$ cat src/rtl/alu_arbiter.sv
// alu_arbiter: two-requester round-robin front end for the shared 64-bit ALU.
// Accepts one operation at a time, runs it through the external combinational
// ALU for a single cycle, registers result/flags and returns them to the
// requester that issued the operation.
//
// Handshake semantics (all channels): a transfer happens on a rising edge
// where valid and ready are both high. A requester drives valid and holds its
// payload until it sees ready. Ready is never a function of anything other
// than current state and valids, so there is no combinational path from
// ready back into valid. Response payload (resp_f/resp_status/resp_err)
// is registered and stays constant while respN_valid is high.
module alu_arbiter #(
   parameter int W = 64
) (
   input  logic         clk,
   input  logic         rst,
   // requester 0 operation channel
   input  logic         req0_valid,
   output logic         req0_ready,
   input  logic [3:0]   req0_fs,
   input  logic [W-1:0] req0_a,
   input  logic [W-1:0] req0_b,
   // requester 1 operation channel
   input  logic         req1_valid,
   output logic         req1_ready,
   input  logic [3:0]   req1_fs,
   input  logic [W-1:0] req1_a,
   input  logic [W-1:0] req1_b,
   // response channels (shared payload)
   output logic         resp0_valid,
   input  logic         resp0_ready,
   output logic         resp1_valid,
   input  logic         resp1_ready,
   output logic [W-1:0] resp_f,
   output logic [3:0]   resp_status,
   output logic         resp_err,
   output logic         busy,
   // external ALU
   output logic [3:0]   alu_fs,
   output logic [W-1:0] alu_a,
   output logic [W-1:0] alu_b,
   input  logic [W-1:0] alu_f,
   input  logic [3:0]   alu_status,
   // FSM state for observation
   output logic [1:0]   dbg_state
);

   typedef enum logic [1:0] {
      S_IDLE = 2'd0,
      S_EXEC = 2'd1,
      S_RESP = 2'd2
   } state_t;

   state_t         r_state;
   state_t         w_state_next;

   logic           r_prio;        // requester favoured when both are valid
   logic           r_owner;       // requester that owns the in-flight op
   logic [3:0]     r_fs;
   logic [W-1:0]   r_a;
   logic [W-1:0]   r_b;
   logic [W-1:0]   r_resp_f;
   logic [3:0]     r_resp_status;
   logic           r_resp_err;

   logic           w_grant;       // requester selected by arbitration
   logic           w_accept;      // operation handshake this cycle
   logic           w_resp_hs;     // response handshake this cycle
   logic [3:0]     w_acc_fs;
   logic [W-1:0]   w_acc_a;
   logic [W-1:0]   w_acc_b;
   logic           w_acc_legal;

   // Only the function codes the ALU actually implements are accepted.
   function automatic logic f_legal(input logic [3:0] fs);
      case (fs)
         4'b0000, 4'b0001, 4'b0010,
         4'b0110, 4'b0111, 4'b1100: f_legal = 1'b1;
         default:                   f_legal = 1'b0;
      endcase
   endfunction

   // Arbitration and payload selection for the granted requester.
   always_comb begin
      w_grant = 1'b0;
      if (req0_valid && req1_valid) begin
         w_grant = r_prio;
      end else if (req1_valid) begin
         w_grant = 1'b1;
      end
      w_acc_fs    = w_grant ? req1_fs : req0_fs;
      w_acc_a     = w_grant ? req1_a  : req0_a;
      w_acc_b     = w_grant ? req1_b  : req0_b;
      w_acc_legal = f_legal(w_acc_fs);
   end

   // FSM state register.
   always_ff @(posedge clk) begin
      if (rst) begin
         r_state <= S_IDLE;
      end else begin
         r_state <= w_state_next;
      end
   end

   // FSM next-state and handshake outputs.
   always_comb begin
      w_state_next = r_state;
      req0_ready   = 1'b0;
      req1_ready   = 1'b0;
      resp0_valid  = 1'b0;
      resp1_valid  = 1'b0;
      w_accept     = 1'b0;
      w_resp_hs    = 1'b0;
      busy         = 1'b1;
      case (r_state)
         S_IDLE: begin
            busy       = 1'b0;
            req0_ready = req0_valid && !w_grant;
            req1_ready = req1_valid &&  w_grant;
            w_accept   = (req0_valid && req0_ready) || (req1_valid && req1_ready);
            if (w_accept) begin
               // Illegal codes skip the ALU and answer immediately with an error.
               w_state_next = w_acc_legal ? S_EXEC : S_RESP;
            end
         end
         S_EXEC: begin
            w_state_next = S_RESP;
         end
         S_RESP: begin
            resp0_valid = !r_owner;
            resp1_valid =  r_owner;
            w_resp_hs   = r_owner ? resp1_ready : resp0_ready;
            if (w_resp_hs) begin
               w_state_next = S_IDLE;
            end
         end
         default: begin
            w_state_next = S_IDLE;
         end
      endcase
   end

   // Operand capture on acceptance, result capture in EXEC, fairness update
   // on response completion.
   always_ff @(posedge clk) begin
      if (rst) begin
         r_prio        <= 1'b0;
         r_owner       <= 1'b0;
         r_fs          <= '0;
         r_a           <= '0;
         r_b           <= '0;
         r_resp_f      <= '0;
         r_resp_status <= '0;
         r_resp_err    <= 1'b0;
      end else begin
         if (w_accept) begin
            r_fs    <= w_acc_fs;
            r_a     <= w_acc_a;
            r_b     <= w_acc_b;
            r_owner <= w_grant;
            if (!w_acc_legal) begin
               r_resp_f      <= '0;
               r_resp_status <= '0;
               r_resp_err    <= 1'b1;
            end
         end
         if (r_state == S_EXEC) begin
            r_resp_f      <= alu_f;
            r_resp_status <= alu_status;
            r_resp_err    <= 1'b0;
         end
         if (w_resp_hs) begin
            // The requester just served loses priority for the next contest.
            r_prio <= ~r_owner;
         end
      end
   end

   // The ALU sees the operand registers at all times; they only change on
   // acceptance, so the ALU inputs are quiet outside of new operations.
   assign alu_fs      = r_fs;
   assign alu_a       = r_a;
   assign alu_b       = r_b;
   assign resp_f      = r_resp_f;
   assign resp_status = r_resp_status;
   assign resp_err    = r_resp_err;
   assign dbg_state   = r_state;

endmodule

$ cat config.mk
export PLATFORM = sky130hd
export DESIGN_NAME = alu_arbiter
export DESIGN_NICKNAME = d
export VERILOG_FILES = /design/src/rtl/alu_arbiter.sv
export SDC_FILE = /design/constraint.sdc
export NUM_CORES = 1
export LEC_CHECK = 0
export ABC_AREA = 1
export BUFFER_PORTS_ARGS = -buffer_cell sky130_fd_sc_hd__buf_2
export CORE_AREA = 2 2 211 213
export CTS_BUF_LIST = sky130_fd_sc_hd__clkbuf_16
export CTS_CLUSTER_DIAMETER = 150
export DETAILED_ROUTE_END_ITERATION = 10
export DIE_AREA = 0 0 213 215
export PLACE_DENSITY = 0.53
export SLEW_MARGIN = 20
export SYNTH_ARGS = -nofsm -noshare
export SYNTH_HDL_FRONTEND = slang
export SYNTH_SLANG_ARGS = --single-unit
$ cat constraint.sdc
create_clock -name clk -period 1.9 [get_ports clk]
set_input_delay 0.095 -clock clk [delete_from_list [all_inputs] [get_ports clk]]
set_output_delay 0.095 -clock clk [all_outputs]
set_load 0.01 [all_outputs]
Yosys cells after proc, flatten, opt, wreduce, memory -nomap -nowiden
Index checks and enable logic that the tools add are counted.

cells by class
  equality and inequality tests = 10
  mux-type cells = 24
  bitwise operators = 2
  reduce and logical (&&, ||, !) cells = 16

operator list
  operator                                             number
  two-way mux 64 bit                                   5
  two-way mux 4 bit                                    4
  two-way mux 1 bit                                    11
  equality test 4 x 3 -> 1 bit, second input constant  2
  two-way mux 2 bit                                    3
  case mux 2 bit (3 select lines)                      1
  AND reduction 2 bit                                  3
  OR reduction 6 bit                                   1
  logical AND 1 bit                                    5
  equality test 4 x 1 -> 1 bit, second input constant  1
  equality test 4 x 2 -> 1 bit, second input constant  1
  equality test 4 bit, second input constant           1
  logical NOT 4 bit                                    1
  != test 2 bit, second input constant                 2
  equality test 2 x 1 -> 1 bit, second input constant  1
  equality test 2 bit, second input constant           1
  logical NOT 1 bit                                    2
  logical NOT 2 bit                                    1
  != test 2 x 1 -> 1 bit, second input constant        1
  NOT 1 bit                                            2
  nonzero test 2 bit                                   1
  OR reduction 2 bit                                   1
  logical OR 1 bit                                     1

storage, ports and cells
  register bits = 205
  logic and storage cells = 61

Logic depth before layout (Yosys ltp)
Gate-level depths: netlist of run 1.

  depth after elaboration = 9
  mapped depth = 15

Least setup slack after synthesis of run 1
OpenSTA, ideal clock, no wires.

  kind = reg2reg
  from = register r_prio
  to = register r_resp_f[57] (netlist: resp_f[57])
  setup time = 0.069 ns
  data arrival time = 1.447 ns
  data required time = 1.831 ns
  path slack = 0.383 ns
  cell stages (with the launch flop) = 16
  buffers on the path = 3
  cell sequence = dfxtp_1 > inv_2 > nand2_4 > nand2_4 > buf_8 > nand2_1 > nand2_1 > nand2_1 > nand2_1 > nand2_2 > nand2_4 > nand2_4 > buf_8 > buf_12 > nand3_2 > a21oi_2

on the way
  word-level cells in the longest chain between the ends = 8
  elaborated cells on any way between the ends = 20

ends and longest elaborated chain
  what                                                        RTL line  RTL
  from (decl)                                                 57        logic r_prio;
  from (signal assigned)                                      175       r_prio <= ~r_owner;
  two-way mux 1 bit *                                         86        if (req0_valid && req1_valid) begin
  branches (longest 6 deep; another with OR reduction 6 bit)  -
  AND reduction 2 bit (no source line) *                      -
  to (signal assigned)                                        169       r_resp_f <= alu_f;
  to (decl)                                                   62        logic [W-1:0] r_resp_f;

Every way passes the cells marked *.
A chain may end at the register's enable or synchronous reset.

Worst setup path in the final report of run 1
  from = register r_state[0] (netlist: dbg_state[0])
  to = register r_a[16] (netlist: alu_a[16])

on the way
  word-level cells in the longest chain between the ends = 2

ends and longest elaborated chain
  what                    RTL line  RTL
  from (decl)             54        state_t r_state;
  from (signal assigned)  102       r_state <= w_state_next;
  logical NOT 2 bit       116       case (r_state)
  two-way mux 1 bit       116
  to (signal assigned)    159       r_a <= w_acc_a;
  to (decl)               60        logic [W-1:0] r_a;

Every way passes these cells.

==> results of run 1 <==
state kept, by name, indices dropped and copies added (netlist names):
| signal | cells |
|---|---|
| r_owner | 1 |
| alu_b | 64 |
| resp_f | 64 |
| resp_err | 1 |
| resp_status | 4 |
| r_prio | 1 |
| alu_a | 64 |
| alu_fs | 4 |
| dbg_state | 2 |
layout make-up:
class	instances	area (sq um)	area share
Timing Repair Buffer	902	6380	0.394
Sequential cell	205	4110	0.254
Multi-Input combinational cell	901	4080	0.252
Tap cell	592	741	0.0458
Clock buffer	25	626	0.0387
Clock inverter	16	155	0.00960
Inverter	18	77.6	0.00480
Antenna cell	4	10.0	0.000619
placed cells by master (no fill, tap or decap), types with 2 or more instances in the layout:
| cell type | netlist | final |
|---|---|---|
| sky130_fd_sc_hd__buf_4 | 7 | 27 |
| sky130_fd_sc_hd__inv_1 | 14 | 17 |
| sky130_fd_sc_hd__nor3_1 | 2 | 2 |
| sky130_fd_sc_hd__buf_12 | 1 | 12 |
| sky130_fd_sc_hd__dlygate4sd3_1 | 0 | 316 |
| sky130_fd_sc_hd__clkinv_2 | 0 | 5 |
| sky130_fd_sc_hd__nand2_1 | 218 | 217 |
| sky130_fd_sc_hd__buf_2 | 37 | 544 |
| sky130_fd_sc_hd__nand2_2 | 3 | 4 |
| sky130_fd_sc_hd__o211ai_1 | 3 | 3 |
| sky130_fd_sc_hd__buf_6 | 0 | 2 |
| sky130_fd_sc_hd__clkbuf_16 | 0 | 26 |
| sky130_fd_sc_hd__nand3_1 | 64 | 64 |
| sky130_fd_sc_hd__diode_2 | 0 | 4 |
| sky130_fd_sc_hd__clkinv_4 | 0 | 2 |
| sky130_fd_sc_hd__a21oi_2 | 9 | 12 |
| sky130_fd_sc_hd__bufinv_16 | 0 | 3 |
| sky130_fd_sc_hd__o21ai_0 | 130 | 130 |
| sky130_fd_sc_hd__a21oi_1 | 189 | 186 |
| sky130_fd_sc_hd__clkinv_1 | 1 | 3 |
| sky130_fd_sc_hd__nand2_4 | 4 | 3 |
| sky130_fd_sc_hd__dfxtp_1 | 205 | 204 |
| sky130_fd_sc_hd__nand3_2 | 9 | 9 |
| sky130_fd_sc_hd__nor2_1 | 265 | 264 |
| sky130_fd_sc_hd__inv_2 | 3 | 2 |
logic make-up after synthesis:
family / count (synthesis)
buffers and inverters: 120
AOI/OAI and AO/OA: 335
and+or+nand+nor: 566
DFF: 205
final timing paths:
kind | end | slack [ns] | cells past startpoint
hold / removal | alu_a[29] | 0.004 | 5
hold reg to reg | alu_b[29] | 0.46 | 2
setup / recovery | alu_a[16] | 0.05 | 8
setup reg to reg | alu_a[16] | 0.05 | 8
routing by layer:
metal / up-vias / global-route usage
met5: - / 0
met4: 0 / 0.0895
met3: 128 / 0.0475
met2: 569 / 0.290
met1: 5258 / 0.168
li1: 5669 / -
tightest hold or removal path, stage by stage:
cell and delay [ns]:
sky130_fd_sc_hd__buf_2 0.08, sky130_fd_sc_hd__nor2_1 0.04, sky130_fd_sc_hd__nor2_1 0.07, sky130_fd_sc_hd__o21ai_0 0.08, sky130_fd_sc_hd__a21oi_1 0.11
cell usage after synthesis:
master and count:
sky130_fd_sc_hd__nor2_1 265, sky130_fd_sc_hd__nand2_1 218, sky130_fd_sc_hd__dfxtp_1 205, sky130_fd_sc_hd__a21oi_1 189, sky130_fd_sc_hd__o21ai_0 130, sky130_fd_sc_hd__nand3_1 64, sky130_fd_sc_hd__clkbuf_1 54, sky130_fd_sc_hd__buf_2 37
sky130_fd_sc_hd__inv_1 14, sky130_fd_sc_hd__a21oi_2 9, sky130_fd_sc_hd__nand3_2 9, sky130_fd_sc_hd__buf_4 7, sky130_fd_sc_hd__nand2_4 4, sky130_fd_sc_hd__inv_2 3, sky130_fd_sc_hd__nand2_2 3, sky130_fd_sc_hd__o211ai_1 3
sky130_fd_sc_hd__buf_8 2, sky130_fd_sc_hd__nor3_1 2, sky130_fd_sc_hd__a211oi_1 1, sky130_fd_sc_hd__a31oi_2 1, sky130_fd_sc_hd__buf_1 1, sky130_fd_sc_hd__buf_12 1, sky130_fd_sc_hd__clkinv_1 1, sky130_fd_sc_hd__nand3b_1 1
sky130_fd_sc_hd__o21ai_2 1, sky130_fd_sc_hd__o31ai_1 1
timing repair:
item                       in CTS  in global routing
hold buffers                  317                  0
pin swaps                       0                  2
gates cloned                    0                  1
setup endpoints to repair       2                  3
setup buffers                   0                  6
hold endpoints to repair      198                  0
resized for setup               4                 10
metrics by stage:
step           total power, mW  setup slack, ns  instance area (sq um)  hold WS [ns]
2_1_floorplan             6.91            0.383                   8700         0.243
5_1_grt                   14.2          -0.0327                  16200        0.0366
6_report                  13.5           0.0507                  16200       0.00402
3_5_place_dp              8.32            0.242                  12100         0.354
4_1_cts                   13.6           0.0128                  16100       0.00518
3_3_place_gp              8.28            0.280                  12100         0.350
power groups by stage:
stage | registers [mW] | clock network, mW | logic [mW]
finish | 5.01 | 4.65 | 3.83
global route | 5.06 | 4.96 | 4.19
CTS | 5.00 | 4.80 | 3.76
detailed placement | 5.09 | 0 | 3.22
global placement | 5.08 | 0 | 3.21
floorplan | 5.30 | 0 | 1.61
==> Flow_metrics.wiki, run 1 <==
{| class="wikitable"
! Metric !! Value
|-
| Status || finished, final reports clean
|-
| Cell Chain, Critical Path || nor2_4 > o21ai_4 > buf_12 > buf_6 > nor2_1 > o21ai_0 > a21oi_1 > dlygate4sd3_1
|-
| Core Box Area || 43600 sq um
|-
| Crit path buffers/inverters || 3
|-
| Clock network fraction of total power || 0.345
|-
| Startpoint of the worst hold path || req0_a[29]
|-
| First-pass GRT wire length || 59600 um
|-
| Highest metal layer with signal wires || met4
|-
| Non-filler instance count after layout || ~2700
|-
| Clock Tree Root || sky130_fd_sc_hd__clkbuf_16
|-
| Total met2 wirelength after detailed routing || 19100 um
|-
| Layout net count || between 2000 and 2500
|-
| Vias in the first global route || 11600
|-
| Required time reported for the critical path endpoint || roughly 2.4 ns
|-
| Post-Route Skew || 0.0139 ns
|-
| Crit path max fanout || 16
|-
| Post-Synth Adder-Cell Area || 0
|-
| Synth Area in XOR/XNOR || 0
|-
| Final number of max-transition violations || 0
|-
| Worst path top cell family by delay || buffers and inverters
|-
| Shortest period the worst path allows || ~1.8 ns
|-
| Fillers || ~4400
|-
| Last weighted congestion value of the routability-driven placer || 0.849
|-
| Total routing usage reported by global routing || 0.162
|-
| Die outline area || 45800 sq um
|-
| Worst-case headroom to the max-slew limit || 0.664
|-
| Deepest level of the CTS H-tree || 1
|-
| Remaining global-route overflow || 0
|-
| R2r startpoint || dbg_state[0]
|-
| Max IR drop VDD || 0.505 mV
|-
| Largest family of logic cells by synthesized area || simple AND/OR/NAND/NOR gates
|-
| Count of vias placed by the detailed router || 11600
|-
| Vertical die dimension || 215 um
|-
| Number of endpoints with negative hold slack in the final report || 0
|-
| Hold Path Class || in2reg
|-
| Slowest stage cell, crit path || sky130_fd_sc_hd__dlygate4sd3_1
|-
| DRT met1 WL || 15300 um
|-
| Total met3 wirelength after detailed routing || between 3000 and 4000 um
|-
| Setup repair after global routing missed its margin || yes
|-
| Clock edge transition at the registers on the reported setup and hold paths || ~0.060 ns
|-
| Setup-violating endpoint count in the final report || 0
|-
| Cell variety after synth || 26
|-
| Simple-gate area share of the yosys netlist || 0.265
|-
| Clock tree from TritonCTS || done
|-
| Net count of the mapped netlist || between 1500 and 2000
|-
| Post-Syn Area per Cell || between 7 and 8 sq um
|-
| Worst Path Class, Setup || reg2reg
|-
| CP Launch Point || dbg_state[0]
|-
| Final routed DRC violation total || 0
|-
| Multiplexer share of the synthesized area || 0
|-
| Transition time at the pin with the least slew margin || 0.503 ns
|-
| Final HPWL DP || around 26000 um
|-
| Core Rows || 77
|-
| Number of antenna violations at the first check in global routing || 5
|-
| Core Util, Final || 0.370
|-
| Number of detailed-routing iterations run before antenna repair || 5
|-
| Initial cell density of the core || 0.199
|-
| Area leader, netlist || sky130_fd_sc_hd__dfxtp_1
|-
| Internal Dissipation || 9.28 mW
|-
| Ratio of routed vias to standard cells || 4.37
|-
| Post-synthesis instance total || roughly 1200
|-
| Post-synthesis sequential element count || roughly 200
|-
| Area growth, synth to finish || 85.7%
|-
| Fraction of layout cells with a size suffix above 1 || 0.318
|-
| Critical path launch point type || flop
|-
| Cell Area, Synth || 8700 sq um
|-
| Clock insertion delay at the later pin of the skew report || 0.53 ns
|-
| Number of warnings reported in the yosys synthesis log || 0
|-
| Horiz. Die Dim || 213 um
|-
| CTS Buf Count || 25
|-
| Number of design-rule violations left by the first detailed-router iteration || 700
|-
| Largest cells by area after synthesis || sky130_fd_sc_hd__dfxtp_1 (47%), sky130_fd_sc_hd__nor2_1 (11%), sky130_fd_sc_hd__a21oi_1 (11%)
|-
| Register share of total power || 0.371
|-
| Fraction of power spent switching nets || 0.312
|-
| Area fraction in compound gates after synthesis || 0.199
|-
| Part of the power in combinational logic || 0.284
|-
| I/O pin count || 546
|-
| Number of input and output port buffers inserted || around 550
|-
| Critical path's largest stage delay || 0.57 ns
|-
| PD cells || 834 nW/um^2
|-
| Net load switching power || ~4.2 mW
|-
| Maximum number of pins on one net before global-route repair || 87
|-
| Sum Neg Setup Slack || 0 ns
|-
| Antenna viol nets, final || 0
|-
| Highest clock rate || 541 MHz
|-
| Data arrival, critical path || 2.32 ns
|-
| Period utilisation layout || 0.973
|-
| Share of the synthesized area in the top cell type || 0.471
|-
| WL final || 40200 um
|-
| Number of maximum-capacitance constraint violations || 0
|-
| # clock sinks || 205
|-
| Deepest clock path buffer count || 3
|-
| Proportion of synthesized chip area in sequential cells || 0.471
|-
| Setup crit end kind || flop
|-
| Total placed cells including tap cells || 2295
|-
| Leak Pwr || 7.36 nW
|-
| Average routed wire per standard cell || 15.1 um
|}
Note: power is estimated with default switching activity, not from simulation.
==> run 2: changes to the inputs <==
--- a/config.mk
+++ b/config.mk
@@ -7,12 +7,12 @@
 export LEC_CHECK = 0
 export ABC_AREA = 1
 export BUFFER_PORTS_ARGS = -buffer_cell sky130_fd_sc_hd__buf_2
-export CORE_AREA = 2 2 211 213
+export CORE_AREA = 2 2 212 214
 export CTS_BUF_LIST = sky130_fd_sc_hd__clkbuf_16
 export CTS_CLUSTER_DIAMETER = 150
 export DETAILED_ROUTE_END_ITERATION = 10
-export DIE_AREA = 0 0 213 215
-export PLACE_DENSITY = 0.53
+export DIE_AREA = 0 0 214 216
+export PLACE_DENSITY = 0.52
 export SLEW_MARGIN = 20
 export SYNTH_ARGS = -nofsm -noshare
 export SYNTH_HDL_FRONTEND = slang
==> Flow_metrics.wiki, run 2 (synthesis gave the netlist of run 1 again) <==
{| class="wikitable"
! Metric !! Value
|-
| Transition time at the pin with the least slew margin || 0.728 ns (was 0.503 ns)
|-
| Top library cells by usage in the layout, fill and taps aside || sky130_fd_sc_hd__buf_2 (544), sky130_fd_sc_hd__dlygate4sd3_1 (324), sky130_fd_sc_hd__nor2_1 (264), sky130_fd_sc_hd__nand2_1 (217), sky130_fd_sc_hd__dfxtp_1 (205) (was sky130_fd_sc_hd__buf_2 (544), sky130_fd_sc_hd__dlygate4sd3_1 (316), sky130_fd_sc_hd__nor2_1 (264), sky130_fd_sc_hd__nand2_1 (217), sky130_fd_sc_hd__dfxtp_1 (204))
|-
| Initial cell density of the core || 0.199 (about the same)
|-
| Deepest clock path buffer count || 3 (unchanged)
|-
| Setup crit end kind || primary output (was flop)
|-
| Vertical die dimension || 216 um (was 215 um)
|-
| Deepest level of the CTS H-tree || 1 (unchanged)
|-
| Ratio of routed vias to standard cells || 4.34 (was 4.37)
|-
| Horiz. Die Dim || 214 um (was 213 um)
|-
| Post-placement setup slack || 0.173 ns (was 0.242 ns)
|-
| Grt peak-use layer || met2 (unchanged)
|-
| Status || finished, final reports clean (unchanged)
|-
| Data arrival, critical path || 1.67 ns (was 2.32 ns)
|-
| Total placed cells including tap cells || 2290 (was 2295)
|-
| Setup-violating endpoint count in the final report || 0 (unchanged)
|-
| Remaining global-route overflow || 0 (unchanged)
|-
| Critical path launch point type || flop (unchanged)
|-
| Crit path max fanout || 10 (was 16)
|-
| Clock Tree Root || sky130_fd_sc_hd__clkbuf_16 (unchanged)
|-
| WL final || 39500 um (was 40200 um)
|-
| Number of endpoints with negative hold slack in the final report || 0 (unchanged)
|-
| First-pass GRT wire length || 61700 um (was 59600 um)
|-
| Vias in the first global route || 11700 (was 11600)
|-
| Sum Neg Setup Slack || 0 ns (unchanged)
|-
| CTS Buf Count || 25 (unchanged)
|-
| Antenna viol nets, final || 0 (unchanged)
|-
| Core Rows || 77 (unchanged)
|-
| Non-filler instance count after layout || 2661 (was 2663)
|-
| Buffer count from post-CTS setup fixing || 0 (unchanged)
|-
| Sequential standard cell area || 4100 sq um (was 4110 sq um)
|-
| Max IR drop VDD || 0.607 mV (was 0.505 mV)
|-
| Number of maximum-capacitance constraint violations || 0 (unchanged)
|-
| Highest clock rate || 567 MHz (was 541 MHz)
|-
| Worst-case headroom to the max-slew limit || 0.515 (was 0.664)
|-
| Slowest stage cell, crit path || sky130_fd_sc_hd__dfxtp_1 (was sky130_fd_sc_hd__dlygate4sd3_1)
|-
| Count of vias placed by the detailed router || 11600 (about the same)
|-
| Final number of max-transition violations || 0 (unchanged)
|-
| Number of design-rule violations left by the first detailed-router iteration || 569 (was 700)
|-
| Final worst hold slack || 0.0366 ns (was 0.00402 ns)
|-
| Fillers || 4470 (was 4448)
|-
| Global routing met2 resource utilization || 0.284 (was 0.290)
|-
| Total routing usage reported by global routing || 0.163 (was 0.162)
|-
| Most common cell after layout, fill and taps aside || sky130_fd_sc_hd__buf_2 (unchanged)
|-
| Maximum number of pins on one net before global-route repair || 94 (was 87)
|-
| Last weighted congestion value of the routability-driven placer || 0.932 (was 0.849)
|-
| Fraction of layout cells with a size suffix above 1 || 0.310 (was 0.318)
|-
| PD cells || 855 nW/um^2 (was 834 nW/um^2)
|-
| Core Box Area || 43800 sq um (was 43600 sq um)
|-
| Shortest period the worst path allows || 1.76 ns (was 1.85 ns)
|-
| Critical path's largest stage delay || 0.35 ns (was 0.57 ns)
|-
| Post-Route Skew || 0.00941 ns (was 0.0139 ns)
|-
| Number of input and output port buffers inserted || 545 (unchanged)
|-
| I/O pin count || 546 (unchanged)
|-
| Number of antenna violations at the first check in global routing || 5 (unchanged)
|-
| Slack of the critical path || 0.137 ns (was 0.0507 ns)
|-
| Global routing usage on met3 || 0.0452 (was 0.0475)
|-
| Cell Chain, Critical Path || nor2_2 > o21ai_4 > inv_2 > nand2_1 > inv_1 > buf_2 (was nor2_4 > o21ai_4 > buf_12 > buf_6 > nor2_1 > o21ai_0 > a21oi_1 > dlygate4sd3_1)
|-
| Worst path top cell family by delay || buffers and inverters (unchanged)
|-
| Number of detailed-routing iterations run before antenna repair || 5 (unchanged)
|-
| # clock sinks || 205 (unchanged)
|-
| Leak Pwr || 7.35 nW (was 7.36 nW)
|-
| Multi-input gate area in the final layout || 4060 sq um (was 4080 sq um)
|-
| Core Util, Final || 0.370 (about the same)
|-
| Average routed wire per standard cell || 14.9 um (was 15.1 um)
|-
| Hold Path Class || in2reg (unchanged)
|-
| Final HPWL DP || 26500 um (about the same)
|-
| Crit path buffers/inverters || 3 (unchanged)
|-
| Die outline area || 46200 sq um (was 45800 sq um)
|-
| Worst Path Class, Setup || reg2out (was reg2reg)
|-
| Area growth, synth to finish || 86.1% (was 85.7%)
|-
| Layout net count || 2387 (was 2391)
|-
| Met1 Use GR || 0.182 (was 0.168)
|-
| Clock insertion delay at the later pin of the skew report || 0.52 ns (was 0.53 ns)
|-
| Clock tree from TritonCTS || done (unchanged)
|-
| Clock edge transition at the registers on the reported setup and hold paths || 0.06 ns (about the same)
|-
| Period utilisation layout || 0.928 (was 0.973)
|-
| Required time reported for the critical path endpoint || 1.80 ns (was 2.37 ns)
|-
| Final routed DRC violation total || 0 (unchanged)
|}
run 2: cell count changes in the layout (fill, tap and decap cells not counted), moves of 3 or more:
cell and change:
sky130_fd_sc_hd__a21oi_2 -3, sky130_fd_sc_hd__bufinv_16 +3, sky130_fd_sc_hd__buf_4 -11, sky130_fd_sc_hd__dlygate4sd3_1 +8
sky130_fd_sc_hd__clkinv_1 +3, sky130_fd_sc_hd__clkinv_2 -4, sky130_fd_sc_hd__a21oi_1 +3
run 2: through the flow:
| step | total power, mW | instance area (sq um) |
|---|---|---|
| 4_1_cts | 14.0 | 16200 |
| 2_1_floorplan | 6.91 | 8700 |
| 3_3_place_gp | 8.29 | 12100 |
| 6_report | 13.8 | 16200 |
| 5_1_grt | 14.6 | 16200 |
| 3_5_place_dp | 8.32 | 12100 |
run 2: timing repair:
action / CTS / global route
resized for setup: 2 / 3
endpoints found under the setup margin: 2 / 4
hold endpoints to repair: 199 / 0
hold buffers: 324 / 0
gates cloned: 0 / 0
run 2: worst paths after layout:
kind | start | endpoint | slack, ns | depth (start not counted)
worst max register to register | r_prio | alu_a[38] | 0.20 | 6
worst max-delay path | dbg_state[0] | req0_ready | 0.14 | 6
worst min-delay path | req0_b[10] | alu_b[10] | 0.04 | 5
worst min register to register | alu_a[57] | alu_a[57] | 0.46 | 2
run 2: area by class of cell:
type	count	area share
Antenna cell	5	0.000772
Sequential cell	205	0.253
Clock buffer	25	0.0386
Tap cell	592	0.0457
Timing Repair Buffer	898	0.392
Clock inverter	17	0.0141
Inverter	18	0.00433
Multi-Input combinational cell	901	0.251
run 2: where the power goes:
part	switching (mW)	internal, mW	total, mW	leakage [nW]
clock network	1.87	3.18	5.05	0.426
logic	2.08	1.71	3.78	5.24
registers	0.238	4.77	5.01	1.68
total	4.19	9.66	13.8	7.35
run 2: metal layers:
layer  wire (um)  up-vias  share of wire
li1            -     5660              -
met1       15700     5260           0.40
met2       19100      502           0.48
met3        3120      131          0.079
met4        1700        0          0.043
met5           0        -              0
run 2: worst min-delay path: stages:
cell                      delay, ns
sky130_fd_sc_hd__buf_2         0.10
sky130_fd_sc_hd__nor2_1        0.10
sky130_fd_sc_hd__nor2_1        0.04
sky130_fd_sc_hd__o21ai_0       0.09
sky130_fd_sc_hd__a21oi_1       0.07
